## src/rtl/sym_err_counter.sv

```systemverilog
// Inphase 4-ASK symbol-error counter: finds the reference delay by sweeping
// candidates, then counts errors and symbols per LFSR period while locked.
module sym_err_counter #(
    parameter int unsigned SYM_W        = 2,
    parameter int unsigned MAX_DELAY    = 15,
    parameter int unsigned DLY_W        = 4,
    parameter int unsigned LOCK_WIN     = 64,
    parameter int unsigned LOCK_ERR_MAX = 2,
    parameter int unsigned LOSS_ERR_MAX = 16,
    parameter int unsigned CNT_W        = 22
) (
    input  logic             clk,
    input  logic             reset,
    input  logic             clk_en,
    input  logic             hold,
    input  logic [SYM_W-1:0] sym_ref,
    input  logic [SYM_W-1:0] sym_rx,
    output logic [DLY_W-1:0] delay_out,
    output logic             locked,
    output logic             err_flag,
    output logic [CNT_W-1:0] err_count,
    output logic [CNT_W-1:0] sym_count,
    output logic             meas_valid
);

    localparam int unsigned     WIN_W     = $clog2(LOCK_WIN + 1);
    localparam logic [0:0]      ST_SEARCH = 1'b0;
    localparam logic [0:0]      ST_LOCKED = 1'b1;
    localparam logic [CNT_W-1:0] CNT_MAX  = {CNT_W{1'b1}};

    logic [0:0]       state_q, state_d;
    logic [DLY_W-1:0] dly_q, dly_d;
    logic [SYM_W-1:0] ref_dl_q [MAX_DELAY+1];
    logic [SYM_W-1:0] ref_dl_d [MAX_DELAY+1];
    logic [WIN_W-1:0] win_cnt_q, win_cnt_d;
    logic [WIN_W-1:0] win_err_q, win_err_d;
    logic [CNT_W-1:0] acc_err_q, acc_err_d;
    logic [CNT_W-1:0] acc_sym_q, acc_sym_d;
    logic [CNT_W-1:0] err_count_q, err_count_d;
    logic [CNT_W-1:0] sym_count_q, sym_count_d;
    logic             err_flag_q, err_flag_d;
    logic             meas_valid_q, meas_valid_d;

    logic             mismatch_c;
    logic [DLY_W-1:0] next_dly_c;
    logic [WIN_W-1:0] win_cnt_inc_c;
    logic [WIN_W-1:0] win_err_inc_c;
    logic             win_done_c;
    logic [CNT_W-1:0] acc_err_inc_c;
    logic [CNT_W-1:0] acc_sym_inc_c;

    // Saturating increment: sticks at all-ones instead of wrapping.
    function automatic logic [CNT_W-1:0] sat_inc(input logic [CNT_W-1:0] a,
                                                 input logic inc);
        sat_inc = (inc && (a != CNT_MAX)) ? a + CNT_W'(1) : a;
    endfunction

    // Compare against the pre-shift delay line, so index 0 is the previous symbol.
    always_comb begin
        mismatch_c    = (sym_rx != ref_dl_q[dly_q]);
        next_dly_c    = (dly_q == DLY_W'(MAX_DELAY)) ? '0 : dly_q + DLY_W'(1);
        win_cnt_inc_c = win_cnt_q + WIN_W'(1);
        win_err_inc_c = win_err_q + WIN_W'(mismatch_c);
        win_done_c    = (win_cnt_inc_c == WIN_W'(LOCK_WIN));
        acc_err_inc_c = sat_inc(acc_err_q, mismatch_c);
        acc_sym_inc_c = sat_inc(acc_sym_q, 1'b1);
    end

    always_comb begin
        state_d      = state_q;
        dly_d        = dly_q;
        ref_dl_d     = ref_dl_q;
        win_cnt_d    = win_cnt_q;
        win_err_d    = win_err_q;
        acc_err_d    = acc_err_q;
        acc_sym_d    = acc_sym_q;
        err_count_d  = err_count_q;
        sym_count_d  = sym_count_q;
        err_flag_d   = err_flag_q;
        meas_valid_d = 1'b0;

        if (clk_en) begin
            ref_dl_d[0] = sym_ref;
            for (int unsigned k = 1; k <= MAX_DELAY; k++) begin
                ref_dl_d[k] = ref_dl_q[k-1];
            end
            err_flag_d = mismatch_c;
            win_cnt_d  = win_cnt_inc_c;
            win_err_d  = win_err_inc_c;

            case (state_q)
                ST_SEARCH: begin
                    // Hold is ignored here, including on the locking symbol.
                    if (win_done_c) begin
                        if (win_err_inc_c <= WIN_W'(LOCK_ERR_MAX)) begin
                            state_d = ST_LOCKED;
                        end else begin
                            dly_d = next_dly_c;
                        end
                        win_cnt_d = '0;
                        win_err_d = '0;
                    end
                end
                default: begin
                    if (win_err_inc_c == WIN_W'(LOSS_ERR_MAX)) begin
                        // Loss of lock beats a coincident hold; partial period is dropped.
                        state_d   = ST_SEARCH;
                        dly_d     = next_dly_c;
                        win_cnt_d = '0;
                        win_err_d = '0;
                        acc_err_d = '0;
                        acc_sym_d = '0;
                    end else begin
                        if (hold) begin
                            err_count_d  = acc_err_inc_c;
                            sym_count_d  = acc_sym_inc_c;
                            acc_err_d    = '0;
                            acc_sym_d    = '0;
                            meas_valid_d = 1'b1;
                        end else begin
                            acc_err_d = acc_err_inc_c;
                            acc_sym_d = acc_sym_inc_c;
                        end
                        if (win_done_c) begin
                            win_cnt_d = '0;
                            win_err_d = '0;
                        end
                    end
                end
            endcase
        end
    end

    always_ff @(posedge clk or negedge reset) begin
        if (!reset) begin
            state_q      <= ST_SEARCH;
            dly_q        <= '0;
            ref_dl_q     <= '{default: '0};
            win_cnt_q    <= '0;
            win_err_q    <= '0;
            acc_err_q    <= '0;
            acc_sym_q    <= '0;
            err_count_q  <= '0;
            sym_count_q  <= '0;
            err_flag_q   <= 1'b0;
            meas_valid_q <= 1'b0;
        end else begin
            state_q      <= state_d;
            dly_q        <= dly_d;
            ref_dl_q     <= ref_dl_d;
            win_cnt_q    <= win_cnt_d;
            win_err_q    <= win_err_d;
            acc_err_q    <= acc_err_d;
            acc_sym_q    <= acc_sym_d;
            err_count_q  <= err_count_d;
            sym_count_q  <= sym_count_d;
            err_flag_q   <= err_flag_d;
            meas_valid_q <= meas_valid_d;
        end
    end

    assign delay_out  = dly_q;
    assign locked     = (state_q == ST_LOCKED);
    assign err_flag   = err_flag_q;
    assign err_count  = err_count_q;
    assign sym_count  = sym_count_q;
    assign meas_valid = meas_valid_q;

endmodule
```

## config.mk

```make
export PLATFORM = sky130hd
export DESIGN_NAME = sym_err_counter
export DESIGN_NICKNAME = d
export VERILOG_FILES = /design/src/rtl/sym_err_counter.sv
export SDC_FILE = /design/constraint.sdc
export NUM_CORES = 1
export LEC_CHECK = 0
export CAP_MARGIN = 20
export CORE_MARGIN = 5
export CORE_UTILIZATION = 50
export CTS_BUF_LIST = sky130_fd_sc_hd__clkbuf_8
export DETAILED_ROUTE_END_ITERATION = 6
export HOLD_SLACK_MARGIN = 0.02
export PLACE_DENSITY = 0.7
export SLEW_MARGIN = 20
export SYNTH_ARGS = -nofsm -noshare
export SYNTH_HDL_FRONTEND = slang
export SYNTH_SLANG_ARGS = --single-unit
```

## constraint.sdc

```tcl
create_clock -name clk -period 5.5 [get_ports clk]
set_input_delay 1.375 -clock clk [delete_from_list [all_inputs] [get_ports clk]]
set_output_delay 1.375 -clock clk [all_outputs]
set_load 0.005 [all_outputs]
```

==> flow_summary.toml, run 1 <==
[synthesis]
synthTopCellsByArea = "dfrtp_1, mux2_2, nand2_1, o21ai_0, xnor2_1"
synth_cell_types = 65
synth_edf_count = 0
syn-mean-instance-area_um2 = 10.2
synthMostInstantiatedCell = "dfrtp_1"
synth-async-reset-ratio_pct = 100
ys_seq_area_share_pct = 48.2
ys_warn_count = 0
ys_seq_elements = 141
syn-cell-area_mm2 = 0.00732
ys_top_cells_by_count = "dfrtp_1, nand2_1, o21ai_0"
yosys.area.top_type = "dfrtp_1"
synth.top_cell.area_share_pct = 48.2
syn_inst = 716
synth_nets = 730
synth_flop_cell = "dfrtp_1"

[placed_design]
pre_cts_ws_ns = 0.411
port_buffers = 58
gp_congestion = 0.872
hpwl_mm = 10.7
dp_cells = 927

[setup_path]
regToRegStartpoint = "delay_out[0]$_DFFE_PN0P_"
cp_slowest_cell = "dfrtp_1"
crit_path_start_kind = "register"
endpoint_kind = "register"
path_max_fanout = 55
r2r_setup_slack_ns = 0.72
critPathLaunch = "delay_out[0]$_DFFE_PN0P_"
crit_cells = 14
critPathKind = "reg2reg"
cp_top_family = "simple AND/OR/NAND/NOR gates"
cp_num_buf_inv = 2
worstPathArrival_ns = 5.09
cp.required_ns = 5.81
r2r_end = "sym_count[6]$_DFFE_PN0P_"
cpPeakStageDelay_ns = 0.78
crit_chain = "mux4_2 > mux2i_1 > xor2_1 > nand3_1 > nand2_1 > inv_1 > ha_1 > ha_1 > nand3_1 > xor2_1 > or3_1 > o311ai_4 > buf_4 > o21ai_0"
r2r_cells = 14
endpoint = "sym_count[6]$_DFFE_PN0P_"

[die]
die_x_um = 131
io_pins = 59
die_h_um = 131
dieArea_mm2 = 0.0172
rows = 44
core_area_mm2 = 0.0144
start_util_pct = 50.7

[clocking]
cts_buffer_depth = 2
holdBufCountCts = 0
cts.sinks = 141
post_cts_resized = 0
cts_setup_buffers = 0
htree_levels = 4
cts_tree = "yes"
numCtsBuffers = 17
insertion_delay_ns = 0.45
ctsRootBufferMaster = "clkbuf_8"
clkTransAtPathRegs_ns = 0.08

[drt]
wl_mm = 16.0
drtIter0Drc = 389
drc_errors = 0
wl_per_cell_um = 16.7
ant_nets = 0
viasPerCell = 5.86
dr.pass1.iters = 5
via_count = 5619

[min_path]
min_path_type = "reg2reg"
holdCritStartpoint = "sym_count[7]$_DFFE_PN0P_"

[timing]
worstMarginPinSlew_ns = 1.05
min_period_ns = 4.78
fmax_mhz = 209
max_slew_margin_pct = 30.0
rsz0062_at_grt = "no"
tns_ns = 0
finalHoldViolCount = 0
setup_slack_ns = 0.717
drv_slew = 0
fin_crit_sh_pct = 87.0
setup_viol = 0
finClkSkew_ns = 0.0119

[power_and_ir_drop]
power_mw = 2.94
power_density_mw_per_mm2 = 348
p_leak_nw = 3.42
peakVddDrop_v = 0.000226

[global_routing]
antenna_found_initial = 0
grt_max_degree = 108
grt_pass1_vias = 5601
grt_pass1_wl_mm = 27.4
overflow = 0
grt_usage_pct = 19.9

[cells_and_area]
final_cells = 959
area_growth_pct = 15.3
antenna_cells = 0
fillers = 1184
drive_above_1_share_pct = 13.7
nets = 776

[outcome]
outcome = "complete, no violations"

[flow_run]
max_cap_violations = 0
where the power goes:
part / total, mW / switching, mW / internal [mW]
registers: 1.37 / 0.166 / 1.21
logic: 0.736 / 0.386 / 0.350
clock network: 0.829 / 0.395 / 0.434
total: 2.94 / 0.948 / 1.99
worst min-delay path: cells and delay by family (launching register included):
| kind | cells | cell delay [ns] |
|---|---|---|
| flops | 1 | 0.34 |
| simple gates | 1 | 0.05 |
| compound gates | 1 | 0.06 |
how the worst min path moves through the flow:
stage | endpoint | slack [ns] | cells past startpoint
5_1_grt | sym_count[9]$_DFFE_PN0P_ | 0.52 | 2
4_1_cts | err_count[7]$_DFFE_PN0P_ | 0.49 | 2
3_5_place_dp | sym_count[20]$_DFFE_PN0P_ | 0.47 | 2
3_3_place_gp | sym_count[7]$_DFFE_PN0P_ | 0.46 | 2
6_report | sym_count[7]$_DFFE_PN0P_ | 0.48 | 2
2_1_floorplan | err_count[0]$_DFFE_PN0P_ | 0.47 | 2
cell type report:
class	count	area (um^2)	area share [%]
Multi-Input combinational cell	522	3570	42.3
Clock buffer	20	275	3.26
Timing Repair Buffer	68	667	7.91
Clock inverter	12	123	1.45
Tap cell	184	230	2.73
Inverter	12	45.0	0.534
Sequential cell	141	3530	41.8
cells in the final DEF, fill, tap and decap left out, types with 7 or more instances in the layout:
cell,count
nand2_1,104
nor4_1,9
xnor2_1,24
clkbuf_8,21
buf_4,9
a31oi_1,9
nand4_1,9
o21ai_1,16
nor3_1,7
xor2_1,22
clkdlybuf4s50_1,56
mux2i_1,15
dfrtp_1,141
nor2_1,26
a21oi_1,16
mux2_2,36
o21ai_0,67
and3_1,17
o31ai_1,12
a21o_1,8
nand3_1,28
inv_1,13
mux4_2,7
registers in the layout, indices dropped and copies added, names as in the netlist:
register,cells
acc_err_q,22
err_flag,1
delay_out,4
locked,1
ref_dl_q,32
sym_count,22
meas_valid,1
win_err_q,7
err_count,22
win_cnt_q,7
acc_sym_q,22
logic make-up (layout without fill, tap and decap cells):
group	count (synthesis)	count (layout)	share of synthesized area [%]
DFF	141	141	48.2
and+or+nand+nor	246	246	17.2
adders and majority gates	6	6	1.03
buffers and inverters	53	112	3.22
muxes	59	59	10.1
AOI/OAI and AO/OA	165	165	14.7
xor gates and xnor gates	46	46	5.51
through the flow:
| stage | utilization [%] | hold slack (ns) | cell area [um^2] |
|---|---|---|---|
| 6_report | 58.5 | 0.481 | 8430 |
| 3_3_place_gp | 55.7 | 0.461 | 8030 |
| 4_1_cts | 58.5 | 0.491 | 8430 |
| 5_1_grt | 58.5 | 0.517 | 8430 |
| 3_5_place_dp | 55.7 | 0.473 | 8030 |
| 2_1_floorplan | - | 0.473 | 7320 |
metal layers:
layer / vias to the layer above / GRT usage [%] / wire length [um]
met5: - / 0 / 0
li1: 2679 / - / -
met3: 22 / 4.19 / 917
met2: 151 / 31.3 / 7590
met1: 2767 / 27.6 / 7280
met4: 0 / 6.78 / 225
Power figures use the tool's default switching activity.
==> run 2, diff against run 1 <==
PLACE_DENSITY = default   (was 0.7)
PLACE_DENSITY_LB_ADDON = 0.2   (was default)
==> run 2 against run 1 <==
  * Sequential power about the same
  * Wire length up 0.81%
  * Register-to-register slack better by 0.03 ns
  * Fmax up 0.74%
  * Non-clock buffer count unchanged
  * Combinational power up 0.8%
  * Highest routed layer unchanged
  * Hold slack better by 0.0020 ns
  * Cell count unchanged
  * Critical path type unchanged
  * Sequential cell count unchanged
==> flow_summary.toml, run 2 (same netlist as run 1, synthesis figures left out) <==
[cells_and_area]
layout_commonest_cell = "dfrtp_1"
area_growth_pct = 15.9
final_cells = 959
fillers = 1231
antenna_cells = 0
nets = 776
largest_register_ffs = 32
postLayoutCellArea_mm2 = 0.00848
layout_common_cells = "dfrtp_1, nand2_1, o21ai_0"
drive_above_1_share_pct = 14.1
final_core_util_pct = 58.8
largest-register = "ref_dl_q"

[die]
die_x_um = 131
core_area_mm2 = 0.0144
io_pins = 59
die_h_um = 131
start_util_pct = 50.7
rows = 44
dieArea_mm2 = 0.0172

[placed_design]
port_buffers = 58
pre_cts_ws_ns = 0.420
placed_area_mm2 = 0.00806
gp_congestion = 0.844
dp_cells = 927
hpwl_mm = 10.9

[setup_path]
cp.required_ns = 5.90
cpPeakStageDelay_ns = 0.79
crit_path_start_kind = "register"
crit_chain = "mux4_2 > mux2i_1 > xor2_1 > nand3_1 > nand2_1 > inv_1 > ha_1 > ha_1 > nand2_1 > xor2_1 > a31oi_2 > o41ai_4 > or2_2 > nor4_1 > a21o_1"
regToRegStartpoint = "delay_out[0]$_DFFE_PN0P_"
path_max_fanout = 14
worstPathArrival_ns = 5.14
crit_cells = 15
cp_slowest_cell = "dfrtp_1"
cp_top_family = "simple AND/OR/NAND/NOR gates"
critPathLaunch = "delay_out[0]$_DFFE_PN0P_"
endpoint_kind = "register"
r2r_end = "win_err_q[6]$_DFFE_PN0P_"
endpoint = "win_err_q[6]$_DFFE_PN0P_"
r2r_cells = 15
r2r_setup_slack_ns = 0.75
cp_num_buf_inv = 1
critPathKind = "reg2reg"

[timing]
fin_worst_hold_slack_ns = 0.483
fmax_mhz = 211
max_slew_margin_pct = 35.3
setup_slack_ns = 0.752
setup_viol = 0
fin_crit_sh_pct = 86.3
finalHoldViolCount = 0
min_period_ns = 4.75
tns_ns = 0
drv_slew = 0
finClkSkew_ns = 0.0126
worstMarginPinSlew_ns = 0.966
rsz0062_at_grt = "no"

[power_and_ir_drop]
switching_share_pct = 32.7
p_seq_share_pct = 45.7
intPower_mw = 2.02
p_leak_nw = 3.43
power_mw = 3.00
switchingPower_mw = 0.978
power_frac_clock_pct = 29.5
peakVddDrop_v = 0.000287
p_comb_share_pct = 24.8
power_density_mw_per_mm2 = 353

[clocking]
cts_tree = "yes"
clkTransAtPathRegs_ns = 0.08
htree_levels = 4
cts.sinks = 141
cts_setup_buffers = 0
holdBufCountCts = 0
ctsRootBufferMaster = "clkbuf_8"
numCtsBuffers = 17
cts_buffer_depth = 2
insertion_delay_ns = 0.46
post_cts_resized = 0

[global_routing]
grt_max_degree = 111
overflow = 0
grt_usage_pct = 20.2
grt_pass1_vias = 5489
grt_pass1_wl_mm = 27.5
antenna_found_initial = 0

[drt]
wl_per_cell_um = 16.8
wl_met2_mm = 7.56
route.met3.wl_um = 841
via_count = 5629
dr.pass1.iters = 5
drtIter0Drc = 340
drc_errors = 0
routed.top_layer = "met4"
wl_met1_mm = 7.49
viasPerCell = 5.87
ant_nets = 0
wl_mm = 16.1

[flow_run]
max_cap_violations = 0

[outcome]
outcome = "complete, no violations"

[min_path]
min_path_type = "reg2reg"
-- run 2: changes by cell type in the layout (fill, tap and decap cells not counted), moves of 2 or more --
| cell | delta |
|---|---|
| buf_12 | +2 |
| buf_4 | -2 |
| inv_6 | +5 |
| clkbuf_8 | -3 |
| inv_1 | -3 |
-- run 2: worst min-delay path by stage --
| stage | startpoint | endpoint | slack [ns] | cells after the start |
|---|---|---|---|---|
| floorplan | err_count[0]$_DFFE_PN0P_ | err_count[0]$_DFFE_PN0P_ | 0.47 | 2 |
| global placement | sym_count[7]$_DFFE_PN0P_ | sym_count[7]$_DFFE_PN0P_ | 0.46 | 2 |
| detailed placement | sym_count[14]$_DFFE_PN0P_ | sym_count[14]$_DFFE_PN0P_ | 0.47 | 2 |
| CTS | sym_count[14]$_DFFE_PN0P_ | sym_count[14]$_DFFE_PN0P_ | 0.49 | 2 |
| global route | sym_count[7]$_DFFE_PN0P_ | sym_count[7]$_DFFE_PN0P_ | 0.51 | 2 |
| finish | sym_count[7]$_DFFE_PN0P_ | sym_count[7]$_DFFE_PN0P_ | 0.48 | 2 |
-- run 2: power groups by stage --
stage,logic (mW),registers (mW),clock network (mW)
after floorplan,0.538,1.32,0
after global placement,0.720,1.37,0
after detailed placement,0.746,1.39,0
after CTS,0.749,1.37,0.908
after global routing,0.824,1.39,0.953
final,0.742,1.37,0.884
-- run 2: cell type report --
cell class | count | area, um^2 | area share [%]
Multi-Input combinational cell | 522 | 3570 | 42.1
Sequential cell | 141 | 3530 | 41.6
Timing Repair Buffer | 68 | 692 | 8.16
Clock buffer | 17 | 234 | 2.76
Tap cell | 184 | 230 | 2.72
Clock inverter | 15 | 184 | 2.17
Inverter | 12 | 45.0 | 0.531
-- run 2: worst min-delay path: stages, from the launching register on --
cell and delay, ns:
dfrtp_1 0.35, nand2_1 0.04, o21ai_0 0.06
-- run 2: metal layers --
| metal | up-vias | GRT usage [%] |
|---|---|---|
| met5 | - | 0 |
| met3 | 17 | 4.43 |
| met2 | 137 | 31.7 |
| li1 | 2683 | - |
| met4 | 0 | 6.47 |
| met1 | 2792 | 28.0 |
==> run 3, diff against run 2 <==
CTS_CLUSTER_DIAMETER = 30   (was default)
GPL_TIMING_DRIVEN = 0   (was default)
SETUP_SLACK_MARGIN = 0.05   (was default)
==> run 3 against run 2 <==
  * Total power increased by 2.1%
  * First-iteration DRC count increased by 22%
  * Largest cell class unchanged
  * Hold slack got worse by 0.0030 ns
  * Critical path depth increased by 3
  * Combinational power increased by 8.2%
  * Cell area increased by 1.8%
  * Sequential share of layout area decreased by 0.74 points
  * Wire length increased by 5.3%
  * Worst setup slack got worse by 0.34 ns
  * Largest power group unchanged
==> flow_summary.toml, run 3 (same netlist as run 1, synthesis figures left out) <==
[outcome]
outcome = "complete, no violations"

[cells_and_area]
area_growth_pct = 18.0
drive_above_1_share_pct = 14.0
layout_commonest_cell = "dfrtp_1"
largest_register_ffs = 32
layout_common_cells = "dfrtp_1, nand2_1, o21ai_0"
nets = 810
fillers = 1217
antenna_cells = 0
postLayoutCellArea_mm2 = 0.00863
final_core_util_pct = 59.9
largest-register = "ref_dl_q"

[global_routing]
antenna_found_initial = 0
grt_max_degree = 88
overflow = 0
grt_pass1_wl_mm = 28.4
grt_pass1_vias = 5822
grt_usage_pct = 20.9

[power_and_ir_drop]
power_density_mw_per_mm2 = 354
switchingPower_mw = 0.969
power_frac_clock_pct = 29.8
intPower_mw = 2.09
p_comb_share_pct = 26.2
switching_share_pct = 31.7
p_leak_nw = 3.51
p_seq_share_pct = 44.0
peakVddDrop_v = 0.000226

[setup_path]
cpPeakStageDelay_ns = 0.46
endpoint_kind = "register"
path_max_fanout = 10
crit_path_frequent_cell = "buf_2"
critPathLaunch = "sym_rx[0]"
r2r_setup_slack_ns = 0.47
crit_cells = 18
r2r_cells = 19
regToRegStartpoint = "delay_out[0]$_DFFE_PN0P_"
cp_num_buf_inv = 6
cp_slowest_cell = "clkdlybuf4s50_1"
crit_chain = "clkdlybuf4s50_1 > xnor2_1 > or3_1 > buf_2 > nand2_1 > inv_1 > ha_1 > ha_1 > nand3_1 > xor2_1 > or3_1 > clkbuf_2 > o31ai_4 > buf_2 > buf_2 > a21oi_1 > o21ai_0 > o31ai_1"
crit_path_start_kind = "input pin"
critPathKind = "in2reg"
r2r_end = "acc_sym_q[3]$_DFFE_PN0P_"
endpoint = "acc_sym_q[3]$_DFFE_PN0P_"
cp_top_family = "buffers and inverters"
worstPathArrival_ns = 5.42
cp.required_ns = 5.83

[timing]
setup_slack_ns = 0.411
finalHoldViolCount = 0
max_slew_margin_pct = 30.6
finClkSkew_ns = 0.00992
worstMarginPinSlew_ns = 1.04
setup_viol = 0
min_period_ns = 5.09
drv_slew = 0
fin_crit_sh_pct = 92.5
rsz0062_at_grt = "yes"
fmax_mhz = 197

[clocking]
clkTransAtPathRegs_ns = 0.08
insertion_delay_ns = 0.45
cts.sinks = 141
htree_levels = 4
cts_buffer_depth = 2
numCtsBuffers = 17
cts_tree = "yes"
ctsRootBufferMaster = "clkbuf_8"

[drt]
viasPerCell = 5.89
wl_mm = 17.0
drtIter0Drc = 415
drc_errors = 0
via_count = 5846
wl_per_cell_um = 17.1
dr.pass1.iters = 5
ant_nets = 0

[min_path]
min_path_type = "reg2reg"
holdCritStartpoint = "sym_count[7]$_DFFE_PN0P_"

[placed_design]
pre_cts_ws_ns = -0.411
gp_congestion = 0.911
placed_area_mm2 = 0.00815
port_buffers = 57
hpwl_mm = 12.3

[die]
rows = 44
core_area_mm2 = 0.0144
start_util_pct = 50.7
die_x_um = 131
io_pins = 59
dieArea_mm2 = 0.0172
die_h_um = 131

[flow_run]
max_cap_violations = 0
## run 3: changes by cell type in the layout (fill, tap and decap cells not counted), moves of 2 or more
cell      delta
buf_12       -2
buf_2        +9
buf_6        +3
buf_4        -5
inv_1        +3
inv_6        -5
clkbuf_1    +26
## run 3: routing by layer
metal	wire length, um	global-route usage (%)
met4	365	7.56
met3	864	4.63
met5	0	0
met2	8170	33.1
met1	7600	28.5
## run 3: worst min-delay path by stage
stage	to	slack, ns	depth (start not counted)
2_1_floorplan	err_count[0]$_DFFE_PN0P_	0.47	2
3_3_place_gp	sym_count[5]$_DFFE_PN0P_	0.47	2
3_5_place_dp	sym_count[21]$_DFFE_PN0P_	0.47	2
4_1_cts	sym_count[21]$_DFFE_PN0P_	0.49	2
5_1_grt	sym_count[7]$_DFFE_PN0P_	0.51	2
6_report	sym_count[7]$_DFFE_PN0P_	0.48	2
## run 3: layout make-up
cell class	count	area (um^2)	area share, %
clock inverter	13	174	2.01
sequential	141	3530	40.9
inverter	12	45.0	0.522
buffer	41	190	2.20
multi-input combinational	522	3570	41.3
tap	184	230	2.67
timing repair buffer	61	638	7.39
clock buffer	19	262	3.03
## run 3: worst register-to-register path, cell delays in order (launching register included)
cell and delay, ns:
dfrtp_1 0.48, buf_6 0.21, mux4_2 0.52, mux2i_1 0.17
xor2_1 0.37, nand3_1 0.28, nand2_1 0.20, inv_1 0.14
ha_1 0.25, ha_1 0.26, nand3_1 0.11, xor2_1 0.09
or3_1 0.32, clkbuf_2 0.22, o31ai_4 0.36, buf_2 0.31
buf_2 0.27, a21oi_1 0.07, o21ai_0 0.20, o31ai_1 0.10
## run 3: per-stage QoR
step | hold WS [ns] | setup TNS, ns | power (mW) | cells
final | 0.479 | 0 | 3.06 | 993
after global routing | 0.512 | 0 | 3.23 | 993
after CTS | 0.490 | 0 | 3.07 | 990
after detailed placement | 0.472 | -8.43 | 2.16 | 958
after global placement | 0.466 | -370.42 | 2.10 | 957
after floorplan | 0.473 | 0 | 1.86 | 716
## run 3: power groups by stage
stage | Sequential, mW | Clock, mW | Combinational (mW)
final | 1.34 | 0.912 | 0.803
after global routing | 1.37 | 0.976 | 0.887
after CTS | 1.34 | 0.932 | 0.797
after detailed placement | 1.36 | 0 | 0.793
after global placement | 1.35 | 0 | 0.758
after floorplan | 1.32 | 0 | 0.538
## run 3: repair_timing
item | in CTS | in global routing
setup buffers | 0 | 3
gates resized for setup | 0 | 2
hold buffers | 0 | 0
setup endpoints to repair | 0 | 33
